$ cat src/rtl/stg_wb_q_pkg.sv
// Shared sizes and types for the queued GP writeback stage.
// SIZE_* give the default widths of GP data, PC, opcode and GP target address.
// trap_st_e tracks whether a trap retire is waiting for older writes to commit.
package stg_wb_q_pkg;

  localparam int unsigned SIZE_DATA   = 24;
  localparam int unsigned SIZE_ADDR   = 48;
  localparam int unsigned SIZE_OPC    = 8;
  localparam int unsigned SIZE_TGT_GP = 4;

  typedef enum logic [0:0] {
    StRun,
    StTrapWait
  } trap_st_e;

endpackage

$ cat src/rtl/stg_wb_q_if.sv
// Retire handshake bus from the MEM/EX result latch into the writeback queue.
// master: drives the retiring instruction (valid, pc, opc, GP target/data, trap), sees ready.
// slave:  the writeback queue; samples the retire and returns ready.
interface stg_wb_q_if
  import stg_wb_q_pkg::*;
#(
  parameter int unsigned DATA_W = SIZE_DATA,
  parameter int unsigned ADDR_W = SIZE_ADDR,
  parameter int unsigned OPC_W  = SIZE_OPC,
  parameter int unsigned TGT_W  = SIZE_TGT_GP
);

  logic              iw_valid;
  logic [ADDR_W-1:0] iw_pc;
  logic [OPC_W-1:0]  iw_opc;
  logic              iw_tgt_gp_we;
  logic [TGT_W-1:0]  iw_tgt_gp;
  logic [DATA_W-1:0] iw_result;
  logic              iw_trap_pending;
  logic              ow_ready;

  modport master (
    output iw_valid, iw_pc, iw_opc, iw_tgt_gp_we, iw_tgt_gp, iw_result, iw_trap_pending,
    input  ow_ready
  );

  modport slave (
    input  iw_valid, iw_pc, iw_opc, iw_tgt_gp_we, iw_tgt_gp, iw_result, iw_trap_pending,
    output ow_ready
  );

endinterface

$ cat src/rtl/stg_wb_q_fwd_match.sv
// Youngest-first priority matcher over N age-ordered entries (index 0 = oldest).
// valid/addr/data: per-entry state; lookup: address to search.
// hit: some valid entry matches; hit_data: data of the youngest match, 0 on miss.
module stg_wb_q_fwd_match #(
  parameter int unsigned N      = 4,
  parameter int unsigned ADDR_W = 4,
  parameter int unsigned DATA_W = 24
) (
  input  logic [N-1:0]             valid,
  input  logic [N-1:0][ADDR_W-1:0] addr,
  input  logic [N-1:0][DATA_W-1:0] data,
  input  logic [ADDR_W-1:0]        lookup,
  output logic                     hit,
  output logic [DATA_W-1:0]        hit_data
);

  always_comb begin
    hit      = 1'b0;
    hit_data = '0;
    // Ascending scan: a younger match overwrites any older one.
    for (int i = 0; i < int'(N); i++) begin
      if (valid[i] && (addr[i] == lookup)) begin
        hit      = 1'b1;
        hit_data = data[i];
      end
    end
  end

endmodule

$ cat src/rtl/stg_wb_q.sv
// Queued GP writeback stage: DEPTH-entry retire FIFO draining up to NPORTS
// register-file writes per cycle, with youngest-first forwarding and trap ordering.
// Ports:
//   iw_clk, iw_rst      clock, asynchronous active-high reset
//   rb                  retire handshake (slave side)
//   iw_rf_stall         register file ports unavailable this cycle
//   ow_gp_write_*       per-port write strobe / address / data
//   iw_fwd_addr         forwarding lookup; ow_fwd_hit/ow_fwd_data result
//   ow_pc, ow_opc       side-band of the last accepted retire
//   ow_count            occupied FIFO entries
//   ow_trap_pending     one-cycle trap pulse, after all older writes commit
module stg_wb_q
  import stg_wb_q_pkg::*;
#(
  parameter int unsigned DATA_W = SIZE_DATA,
  parameter int unsigned ADDR_W = SIZE_ADDR,
  parameter int unsigned OPC_W  = SIZE_OPC,
  parameter int unsigned TGT_W  = SIZE_TGT_GP,
  parameter int unsigned DEPTH  = 4,
  parameter int unsigned NPORTS = 2
) (
  input  logic                     iw_clk,
  input  logic                     iw_rst,
  stg_wb_q_if.slave                rb,
  input  logic                     iw_rf_stall,
  output logic [NPORTS-1:0]        ow_gp_write_enable,
  output logic [NPORTS*TGT_W-1:0]  ow_gp_write_addr,
  output logic [NPORTS*DATA_W-1:0] ow_gp_write_data,
  input  logic [TGT_W-1:0]         iw_fwd_addr,
  output logic                     ow_fwd_hit,
  output logic [DATA_W-1:0]        ow_fwd_data,
  output logic [ADDR_W-1:0]        ow_pc,
  output logic [OPC_W-1:0]         ow_opc,
  output logic [$clog2(DEPTH):0]   ow_count,
  output logic                     ow_trap_pending
);

  localparam int unsigned PTR_W = $clog2(DEPTH);
  localparam int unsigned CNT_W = PTR_W + 1;

  logic [DEPTH-1:0][TGT_W-1:0]  addr_q;
  logic [DEPTH-1:0][DATA_W-1:0] data_q;
  logic [PTR_W-1:0]             head_q, tail_q;
  logic [CNT_W-1:0]             count_q, count_d;
  logic [ADDR_W-1:0]            pc_q;
  logic [OPC_W-1:0]             opc_q;
  trap_st_e                     state_q, state_d;
  logic                         trap_q, trap_d;

  logic [CNT_W-1:0] drain;
  logic             ready;
  logic             accept;
  logic             enq;

  // Entries viewed in age order: index 0 is the head (oldest).
  logic [DEPTH-1:0]             age_valid;
  logic [DEPTH-1:0][TGT_W-1:0]  age_addr;
  logic [DEPTH-1:0][DATA_W-1:0] age_data;

  assign drain   = iw_rf_stall ? '0 :
                   ((count_q < CNT_W'(NPORTS)) ? count_q : CNT_W'(NPORTS));
  // A full queue still accepts when the same cycle frees a slot.
  assign ready   = (state_q == StRun) && ((count_q - drain) < CNT_W'(DEPTH));
  assign accept  = rb.iw_valid && ready;
  assign enq     = accept && rb.iw_tgt_gp_we;
  assign count_d = count_q + CNT_W'(enq) - drain;

  always_comb begin
    age_valid = '0;
    age_addr  = '0;
    age_data  = '0;
    for (int i = 0; i < int'(DEPTH); i++) begin
      age_valid[i] = CNT_W'(i) < count_q;
      age_addr[i]  = addr_q[PTR_W'(head_q + PTR_W'(i))];
      age_data[i]  = data_q[PTR_W'(head_q + PTR_W'(i))];
    end
  end

  // Draining entries still forward: the register file updates on the same edge.
  stg_wb_q_fwd_match #(
    .N      (DEPTH),
    .ADDR_W (TGT_W),
    .DATA_W (DATA_W)
  ) u_fwd (
    .valid    (age_valid),
    .addr     (age_addr),
    .data     (age_data),
    .lookup   (iw_fwd_addr),
    .hit      (ow_fwd_hit),
    .hit_data (ow_fwd_data)
  );

  // Port k writes age entry k unless a younger draining entry targets the same register.
  // The matcher returns the age index of the youngest draining match at or after k.
  for (genvar k = 0; k < int'(NPORTS); k++) begin : g_port
    logic [DEPTH-1:0]            mask;
    logic [DEPTH-1:0][PTR_W-1:0] ages;
    logic                        hit;
    logic [PTR_W-1:0]            idx;

    always_comb begin
      mask = '0;
      ages = '0;
      for (int i = 0; i < int'(DEPTH); i++) begin
        mask[i] = (i >= k) && (CNT_W'(i) < drain);
        ages[i] = PTR_W'(i);
      end
    end

    stg_wb_q_fwd_match #(
      .N      (DEPTH),
      .ADDR_W (TGT_W),
      .DATA_W (PTR_W)
    ) u_sup (
      .valid    (mask),
      .addr     (age_addr),
      .data     (ages),
      .lookup   (age_addr[k]),
      .hit      (hit),
      .hit_data (idx)
    );

    assign ow_gp_write_enable[k]                = hit && (idx == PTR_W'(k));
    assign ow_gp_write_addr[k*TGT_W +: TGT_W]   = hit ? age_addr[k] : '0;
    assign ow_gp_write_data[k*DATA_W +: DATA_W] = hit ? age_data[k] : '0;
  end

  // Trap FSM: the pulse is registered off the post-edge occupancy, so it lands in the
  // cycle right after the last older write has reached the register file.
  always_comb begin
    state_d = state_q;
    trap_d  = 1'b0;
    case (state_q)
      StRun: begin
        if (accept && rb.iw_trap_pending) begin
          if (count_d == '0) begin
            trap_d = 1'b1;
          end else begin
            state_d = StTrapWait;
          end
        end
      end
      StTrapWait: begin
        if (count_d == '0) begin
          state_d = StRun;
          trap_d  = 1'b1;
        end
      end
      default: state_d = StRun;
    endcase
  end

  always_ff @(posedge iw_clk or posedge iw_rst) begin
    if (iw_rst) begin
      state_q <= StRun;
      trap_q  <= 1'b0;
      head_q  <= '0;
      tail_q  <= '0;
      count_q <= '0;
      pc_q    <= '0;
      opc_q   <= '0;
    end else begin
      state_q <= state_d;
      trap_q  <= trap_d;
      head_q  <= head_q + PTR_W'(drain);
      count_q <= count_d;
      if (enq) begin
        tail_q <= tail_q + PTR_W'(1);
      end
      if (accept) begin
        pc_q  <= rb.iw_pc;
        opc_q <= rb.iw_opc;
      end
    end
  end

  // Payload storage needs no reset; occupancy alone qualifies it.
  always_ff @(posedge iw_clk) begin
    if (enq) begin
      addr_q[tail_q] <= rb.iw_tgt_gp;
      data_q[tail_q] <= rb.iw_result;
    end
  end

  assign rb.ow_ready      = ready;
  assign ow_pc            = pc_q;
  assign ow_opc           = opc_q;
  assign ow_count         = count_q;
  assign ow_trap_pending  = trap_q;

endmodule

$ cat src/flat_wrapper.sv
// flat-port wrapper written by rule: the top's interface ports become plain ports
module stg_wb_q_flat import stg_wb_q_pkg::*;
#(
  parameter int unsigned DATA_W = SIZE_DATA,
  parameter int unsigned ADDR_W = SIZE_ADDR,
  parameter int unsigned OPC_W  = SIZE_OPC,
  parameter int unsigned TGT_W  = SIZE_TGT_GP,
  parameter int unsigned DEPTH  = 4,
  parameter int unsigned NPORTS = 2
)
  (iw_clk, iw_rst, iw_rf_stall, ow_gp_write_enable, ow_gp_write_addr, ow_gp_write_data, iw_fwd_addr, ow_fwd_hit, ow_fwd_data, ow_pc, ow_opc, ow_count, ow_trap_pending, rb_iw_valid, rb_iw_pc, rb_iw_opc, rb_iw_tgt_gp_we, rb_iw_tgt_gp, rb_iw_result, rb_iw_trap_pending, rb_ow_ready);
  stg_wb_q_if #(.DATA_W(DATA_W), .ADDR_W(ADDR_W), .OPC_W(OPC_W), .TGT_W(TGT_W)) rb_i ();
  input  logic iw_clk;
  input  logic iw_rst;
  input  logic iw_rf_stall;
  output logic [NPORTS-1:0] ow_gp_write_enable;
  output logic [NPORTS*TGT_W-1:0] ow_gp_write_addr;
  output logic [NPORTS*DATA_W-1:0] ow_gp_write_data;
  input  logic [TGT_W-1:0] iw_fwd_addr;
  output logic ow_fwd_hit;
  output logic [DATA_W-1:0] ow_fwd_data;
  output logic [ADDR_W-1:0] ow_pc;
  output logic [OPC_W-1:0] ow_opc;
  output logic [$clog2(DEPTH):0] ow_count;
  output logic ow_trap_pending;
  input wire logic [$bits(rb_i.iw_valid)-1:0] rb_iw_valid;
  input wire logic [$bits(rb_i.iw_pc)-1:0] rb_iw_pc;
  input wire logic [$bits(rb_i.iw_opc)-1:0] rb_iw_opc;
  input wire logic [$bits(rb_i.iw_tgt_gp_we)-1:0] rb_iw_tgt_gp_we;
  input wire logic [$bits(rb_i.iw_tgt_gp)-1:0] rb_iw_tgt_gp;
  input wire logic [$bits(rb_i.iw_result)-1:0] rb_iw_result;
  input wire logic [$bits(rb_i.iw_trap_pending)-1:0] rb_iw_trap_pending;
  output wire logic [$bits(rb_i.ow_ready)-1:0] rb_ow_ready;
  assign rb_i.iw_valid = rb_iw_valid;
  assign rb_i.iw_pc = rb_iw_pc;
  assign rb_i.iw_opc = rb_iw_opc;
  assign rb_i.iw_tgt_gp_we = rb_iw_tgt_gp_we;
  assign rb_i.iw_tgt_gp = rb_iw_tgt_gp;
  assign rb_i.iw_result = rb_iw_result;
  assign rb_i.iw_trap_pending = rb_iw_trap_pending;
  assign rb_ow_ready = rb_i.ow_ready;
  stg_wb_q #(.DATA_W(DATA_W), .ADDR_W(ADDR_W), .OPC_W(OPC_W), .TGT_W(TGT_W), .DEPTH(DEPTH), .NPORTS(NPORTS)) u_core (.iw_clk(iw_clk), .iw_rst(iw_rst), .rb(rb_i), .iw_rf_stall(iw_rf_stall), .ow_gp_write_enable(ow_gp_write_enable), .ow_gp_write_addr(ow_gp_write_addr), .ow_gp_write_data(ow_gp_write_data), .iw_fwd_addr(iw_fwd_addr), .ow_fwd_hit(ow_fwd_hit), .ow_fwd_data(ow_fwd_data), .ow_pc(ow_pc), .ow_opc(ow_opc), .ow_count(ow_count), .ow_trap_pending(ow_trap_pending));
endmodule
$ cat config.mk
export PLATFORM = sky130hd
export DESIGN_NAME = stg_wb_q_flat
export DESIGN_NICKNAME = d
export VERILOG_FILES = /design/src/rtl/stg_wb_q_pkg.sv /design/src/rtl/stg_wb_q_if.sv /design/src/rtl/stg_wb_q_fwd_match.sv /design/src/rtl/stg_wb_q.sv /design/src/flat_wrapper.sv
export SDC_FILE = /design/constraint.sdc
export NUM_CORES = 1
export LEC_CHECK = 0
export BUFFER_PORTS_ARGS = -buffer_cell sky130_fd_sc_hd__buf_2
export CAP_MARGIN = 20
export CORE_ASPECT_RATIO = 0.5
export CORE_MARGIN = 4
export CORE_UTILIZATION = 59
export CTS_CLUSTER_DIAMETER = 30
export DETAILED_ROUTE_END_ITERATION = 6
export PLACE_DENSITY = 0.84
export SKIP_LAST_GASP = 1
export SYNTH_ARGS = -nofsm -noshare
export SYNTH_HDL_FRONTEND = slang
export SYNTH_SLANG_ARGS = --single-unit
export TNS_END_PERCENT = 5
$ cat constraint.sdc
create_clock -name iw_clk -period 8.4 [get_ports iw_clk]
set_clock_uncertainty 0.15 [all_clocks]
set_input_delay 0.42 -clock iw_clk [delete_from_list [all_inputs] [get_ports iw_clk]]
set_output_delay 0.42 -clock iw_clk [all_outputs]
set_load 0.005 [all_outputs]
Yosys cells after proc, flatten, opt, wreduce, memory -nomap -nowiden
Cells that the tools add are included.
{ "totals": {"regBits": 177, "mem_count": 0, "ram_bits": 0, "output_inout_bits": 144, "inputBits": 94, "mem_bits_ro": 0, "wordCells": 123, "latch_bits": 0} }
{ "op_classes": {"magnitude_cmp": 16, "div_mod_pow": 0, "addsub": 8, "multipliers": 0, "n_mux": 55, "n_bitwise": 1, "eq_ne": 10, "n_shift": 0, "reduce_logical": 18} }
{ "ops": {"columns": ["op", "count"], "rows": [
  ["24-bit two-way mux", 11],
  ["24-bit binary-select mux with 2-bit select", 4],
  ["96-bit bitwise mux", 1],
  ["24-bit demux with 2-bit select", 1],
  ["4-bit == test", 9],
  ["4-bit binary-select mux with 2-bit select", 4],
  ["4-bit two-way mux", 7],
  ["1-bit two-way mux", 17],
  ["16-bit bitwise mux", 1],
  ["1-bit logical AND", 16],
  ["2-bit by 3-bit < comparator with 1-bit output (second input constant)", 5],
  ["1-bit by 3-bit < comparator with 1-bit output (first input constant)", 4],
  ["2-bit by 3-bit < comparator with 1-bit output (first input constant)", 4],
  ["4-bit demux with 2-bit select", 1],
  ["2-bit two-way mux", 4],
  ["3-bit two-way mux", 2],
  ["3-bit subtractor", 2],
  ["2-bit by 1-bit adder with 2-bit output (second input constant)", 2],
  ["2-bit adder (second input constant)", 2],
  ["1-bit case mux with 2 select lines", 2],
  ["3-bit by 1-bit adder with 3-bit output", 1],
  ["3-bit zero test", 1],
  ["3-bit by 2-bit < comparator with 1-bit output (second input constant)", 1],
  ["3-bit < comparator (second input constant)", 1],
  ["5 further kinds", 5]
]} }

Logic depth before layout (Yosys ltp)
{ "depth": {"depth_word": 14, "depth_mapped": 18, "depth_no_buf": 17} }

Cells and area by module
Synthesis repeated with hierarchy kept, for this count alone.
{ "hier_totals": {"hier_cells": 733, "hier_area_um2": 10881.7} }
{ "modules_own_cells": {"columns": ["mod", "area_each_um2", "instances", "cells_each", "seq_area_each_um2"], "rows": [
  ["stg_wb_q", 9111.2, 1, 489, 4989.8],
  ["stg_wb_q_fwd_match (u_core.u_fwd)", 1174.9, 1, 166, 0.0],
  ["stg_wb_q_fwd_match (u_core.g_port[0].u_sup ...)", 297.8, 2, 39, 0.0]
]} }

Worst setup path before layout
Ideal clock, no wire load.
{ "synth_path": {"path_type": "register -> register", "startpoint": "register u_core.count_q[1] (netlist: u_core.ow_count[1])", "endpoint": "register u_core.addr_q[0] (netlist bit), enable pin", "setup_slack_ns": 4.761, "path_stages_with_launch": 13, "path_buffers": 3, "t_arrival_ns": 3.101, "period_less_slack_ns": 3.639, "setup_ns": 0.388, "t_required_ns": 7.862, "cell_sequence": "dfrtp_1 > clkbuf_1 > nor4_1 > ha_1 > inv_1 > ha_1 > a21oi_1 > xor2_1 > nor2_1 > and2_1 > clkbuf_1 > clkbuf_1 > and3_1"} }
{ "synth_via": {"elab_chain_cells": 8} }
{ "synth_lines": {"columns": ["element", "line_no", "rtl"], "rows": [
  ["start, declared", "stg_wb_q.sv:44", "logic [CNT_W-1:0] count_q, count_d;"],
  ["start signal, assigned", "stg_wb_q.sv:166", "count_q <= count_d;"],
  ["3-bit by 2-bit < comparator with 1-bit output", "stg_wb_q.sv:61", "((count_q < CNT_W'(NPORTS)) ? count_q : CNT_W'(NPORTS));"],
  ["3-bit two-way mux", "stg_wb_q.sv:61", null],
  ["3-bit two-way mux", "stg_wb_q.sv:60", "assign drain = iw_rf_stall ? '0 :"],
  ["3-bit subtractor (*)", "stg_wb_q.sv:63", "assign ready = (state_q == StRun) && ((count_q - drain) < CNT_W'(DEPTH));"],
  ["3-bit < comparator (*)", "stg_wb_q.sv:63", null],
  ["1-bit logical AND (*)", "stg_wb_q.sv:63", null],
  ["net rb_ow_ready", "flat_wrapper.sv:33", "output wire logic [$bits(rb_i.ow_ready)-1:0] rb_ow_ready;"],
  ["1-bit logical AND (*)", "stg_wb_q.sv:64", "assign accept = rb.iw_valid && ready;"],
  ["1-bit logical AND (*)", "stg_wb_q.sv:65", "assign enq = accept && rb.iw_tgt_gp_we;"],
  ["end signal, assigned by index", "stg_wb_q.sv:180", "addr_q[tail_q] <= rb.iw_tgt_gp;"],
  ["end, declared", "stg_wb_q.sv:41", "logic [DEPTH-1:0][TGT_W-1:0] addr_q;"]
]} }
Mark *: on every way through the listed nets, which the timed path passes. The rest lies on a longest branch.
A chain may end at the register's enable or synchronous reset.

Final worst setup path
{ "layout_path": {"startpoint": "register u_core.head_q[1]", "endpoint": "output ow_fwd_data[1]"} }
{ "layout_via": {"elab_chain_cells": 8} }
{ "layout_lines": {"columns": ["element", "line_no", "rtl"], "rows": [
  ["start, declared", "stg_wb_q.sv:43", "logic [PTR_W-1:0] head_q, tail_q;"],
  ["start signal, assigned", "stg_wb_q.sv:165", "head_q <= head_q + PTR_W'(drain);"],
  ["2-bit by 1-bit adder with 2-bit output or 4-bit binary-select mux with 2-bit select (tied branches)", "stg_wb_q.sv:74, stg_wb_q.sv:75", null],
  ["4-bit binary-select mux with 2-bit select or 4-bit two-way mux (tied branches)", "stg_wb_q.sv:74", "age_addr[i] = addr_q[PTR_W'(head_q + PTR_W'(i))];"],
  ["4-bit two-way mux (implied by the code) or 4-bit == test (tied branches)", "stg_wb_q.sv:74, stg_wb_q_fwd_match.sv:22", null],
  ["4-bit == test or 1-bit logical AND (tied branches)", "stg_wb_q_fwd_match.sv:22", "if (valid[i] && (addr[i] == lookup)) begin"],
  ["1-bit logical AND or 24-bit two-way mux (tied branches)", "stg_wb_q_fwd_match.sv:22", null],
  ["24-bit two-way mux (2 in series)", "stg_wb_q_fwd_match.sv:22", null],
  ["24-bit two-way mux (*)", "stg_wb_q_fwd_match.sv:22", null],
  ["end, declared", "flat_wrapper.sv:21", "output logic [DATA_W-1:0] ow_fwd_data;"]
]} }
Mark *: on every way between the ends. The rest lies on a longest branch, timed or not. The select of a mux whose other input is x is not followed.

==> impl_metrics.env <==
export IMPL_required_ns=7.83
export IMPL_dp_hpwl_um=17200
export IMPL_synth_top_area_share_pct=33.2
export IMPL_place_ws_ns=4.01
export IMPL_maxSlewViolCount=0
export IMPL_io_pins=238
export IMPL_finalHoldViolations=0
export IMPL_place_area_um2=11400
export IMPL_grt_util_met3_pct=7.21
export IMPL_start_util_pct=61.1
export IMPL_clockBufferDepth=2
export IMPL_synth_top_family_by_area="simple AND/OR/NAND/NOR gates"
export IMPL_vias=7896
export IMPL_drt_first_iter_violations=488
export IMPL_dieArea_um2=19500
export IMPL_grt_overflow_total=0
export IMPL_cts_tree="built"
export IMPL_htree_levels=4
export IMPL_period_share_pct=55.3
export IMPL_cp_arrival_ns=4.07
export IMPL_crit_type="flop to output port"
export IMPL_syn_cell_area_um2=10100
export IMPL_tns_ns=0
export IMPL_setup_viol=0
export IMPL_num_fill_cells=1164
export IMPL_p_per_area_nw_per_um2=358
export IMPL_root_buffer="clkbuf_16"
export IMPL_drc_errors=0
export IMPL_slew_headroom_pct=29.7
export IMPL_firstDrtPassIters=5
export IMPL_fin_nets=1229
export IMPL_grt_max_degree=124
export IMPL_grt_pass1_wl_um=40500
export IMPL_core_um2=16600
export IMPL_grtUsageTotal_pct=26.1
export IMPL_antenna_found_initial=0
export IMPL_synth_simple_area_share_pct=16.8
export IMPL_synth_ff_type="edfxtp_1"
export IMPL_area_growth_pct=18.6
export IMPL_globalplace_congestion=0.829
export IMPL_rsz0062_at_grt="no"
export IMPL_wl_um=25800
export IMPL_min_path_type="primary input to flop"
export IMPL_synth_edff_count=112
export IMPL_ys_seq_area_share_pct=49.2
export IMPL_grt_busiest_layer="met2"
export IMPL_clock_latency_ns=0.42
export IMPL_drive_gt1_share_pct=33.1
export IMPL_synthXorXnorAreaFrac_pct=2.42
export IMPL_path_buf_inv=1
export IMPL_ys_seq_elements=177
export IMPL_crit_path_max_fanout=49
export IMPL_path_cells="mux4_2 -> xor2_1 -> nor4_2 -> and2_2 -> a221oi_1 -> o31ai_1 -> buf_2"
export IMPL_fin_area_um2=12000
export IMPL_grt_pass1_vias=7992
export IMPL_die_h_um=101
export IMPL_wl_per_cell_um=18.9
export IMPL_holdBufCountCts=0
export IMPL_async_flop_share_pct=36.7
export IMPL_met2_usage_pct=47.2
export IMPL_maxCapViolCount=0
export IMPL_peakVddDrop_v=0.000220
export IMPL_cts_resized_gates=0
export IMPL_p_leak_uw=0.00541
export IMPL_layout_setup_ws_ns=3.76
export IMPL_die_w_um=193
export IMPL_multi_input_area_um2=4800
export IMPL_syn_inst=931
export IMPL_viasPerCell=5.78
export IMPL_path_delay_family="simple AND/OR/NAND/NOR gates"
export IMPL_synthMuxAreaShare_pct=16.7
export IMPL_synth_compound_area_share_pct=10.1
export IMPL_clkSinkCount=177
export IMPL_post_cts_buffers=0
export IMPL_synthDistinctLibCells=40
export IMPL_tightestPinTransition_ns=1.06
export IMPL_rows=33
export IMPL_cts_buffers=17
export IMPL_critPathSlowestCell="dfrtp_4"
export IMPL_outcome="finished clean"
export IMPL_worstSetupStartpointType="flop"
export IMPL_syn_num_nets=1034
export IMPL_cpPeakStageDelay_ns=0.93
export IMPL_clkTransAtPathRegs_ns=0.07
export IMPL_min_period_ns=4.64
export IMPL_netlist_top_cells_area="edfxtp_1, dfrtp_1, mux2i_1, nand2_1, mux4_2"
export IMPL_yosys_area_top_type="edfxtp_1"
export IMPL_ant_nets=0
export IMPL_synth_fa_ha_area_share_pct=1.19
export IMPL_portBuffers=237
export IMPL_yosys_warnings=0
export IMPL_fmax_ghz=0.215
export IMPL_syn_avg_cell_area_um2=10.9
export IMPL_grt_met1_usage_pct=30.1
export IMPL_cp_end_kind="output port"
export IMPL_seq_area_um2=5000
power by group:
group          internal [uW]  leakage (uW)  switching (uW)
Combinational            965       0.00329            1170
Clock                    455      0.000300             364
Sequential              1130       0.00181             217
Total                   2550       0.00541            1750
cell families after synthesis:
family          count (synthesis)
xor+xnor                       28
simple gates                  371
compound gates                124
buf+inv                        79
mux                           143
flops                         177
fa+ha+maj                       9
cell type report:
type                    count  area share [%]
inverters                   7           0.219
clock buffers              17            3.54
clock inverters            15            1.64
diodes                      1          0.0208
flip-flops and latches    177            41.6
repair buffers            248            10.7
well taps                 227            2.36
multi-input cells         675            39.9
stage by stage:
step / total power, uW / cells / util (%) / hold WS (ns)
6_report: 4300 / 1367 / 72.4 / 0.0274
3_5_place_dp: 3470 / 1333 / 68.5 / 0.307
5_1_grt: 4580 / 1366 / 72.4 / 0.0170
3_3_place_gp: 3380 / 1333 / 68.5 / 0.302
4_1_cts: 4300 / 1365 / 72.3 / 0.0183
2_1_floorplan: 2830 / 931 / - / 0.311
worst min-delay path: cells and delay by family:
family	cells	cell delay (ns)
AND/OR/NAND/NOR	2	0.08
buffers and inverters	1	0.07
per-layer routing:
metal / vias to the layer above / wire (um)
met5: - / 0
met4: 0 / 665
met3: 54 / 1980
met2: 301 / 13000
met1: 3849 / 10100
li1: 3692 / -
cell usage after synthesis (4+ instances only):
cell      instances
nand2_1         195
edfxtp_1        112
mux2i_1         100
a21oi_1          74
dfrtp_1          65
nor2_1           52
clkbuf_1         35
and2_1           29
nor2b_1          29
mux2_2           25
nand2b_1         23
or3_1            23
a221oi_2         20
o31ai_2          20
mux4_2           18
xnor2_1          16
buf_1            14
buf_2            14
xor2_1           12
ha_1              8
inv_1             7
nor3_1            6
buf_6             5
a221oi_1          4
and3_1            4
o31ai_1           4
registers in the layout, summed over array words and instances (netlist names):
name,cells
u_core.addr_q,16
u_core.data_q,96
u_core.ow_opc,8
u_core.state_q,1
u_core.ow_pc,48
u_core.head_q,2
u_core.ow_trap_pending,1
u_core.tail_q,2
u_core.ow_count,3
worst paths after layout:
kind	start	to	slack (ns)	depth (start not counted)
worst max-delay path	u_core.head_q[1]	ow_fwd_data[1]	3.76	7
worst min-delay path	rb_iw_opc[7]	u_core.ow_opc[7]	0.03	3
worst max register to register	u_core.ow_count[2]	u_core.ow_trap_pending	3.79	16
worst min register to register	u_core.ow_opc[6]	u_core.ow_opc[6]	0.32	2
max in group asynchronous	iw_rst	u_core.head_q[1]	7.41	3
min in group asynchronous	iw_rst	u_core.ow_pc[1]	0.08	3
cell usage in the layout, fill, tap and decap left out, types with 2 or more instances in the layout:
| master | Yosys | layout |
|---|---|---|
| mux2_2 | 25 | 25 |
| nand2b_1 | 23 | 23 |
| bufinv_16 | 0 | 2 |
| nand2_1 | 195 | 195 |
| dfrtp_1 | 65 | 63 |
| clkbuf_16 | 0 | 17 |
| a21oi_1 | 74 | 74 |
| mux2i_1 | 100 | 100 |
| nand4_1 | 2 | 2 |
| or3_1 | 23 | 23 |
| inv_1 | 7 | 6 |
| o31ai_2 | 20 | 20 |
| a221oi_2 | 20 | 20 |
| mux4_2 | 18 | 18 |
| nor2_1 | 52 | 51 |
| and3_2 | 0 | 4 |
| and2_2 | 0 | 2 |
| clkinv_8 | 0 | 3 |
| o31ai_1 | 4 | 4 |
| dfrtp_4 | 0 | 2 |
| a221oi_1 | 4 | 4 |
| buf_2 | 14 | 237 |
| nor3_1 | 6 | 6 |
| clkinv_4 | 0 | 2 |
| nor2b_1 | 29 | 29 |
| inv_8 | 0 | 3 |
| ha_1 | 8 | 8 |
| inv_6 | 0 | 3 |
| buf_4 | 3 | 10 |
| and2_1 | 29 | 27 |
| xor2_1 | 12 | 11 |
| edfxtp_1 | 112 | 112 |
| xnor2_1 | 16 | 16 |
No activity file was read; power rests on OpenSTA's default activity.
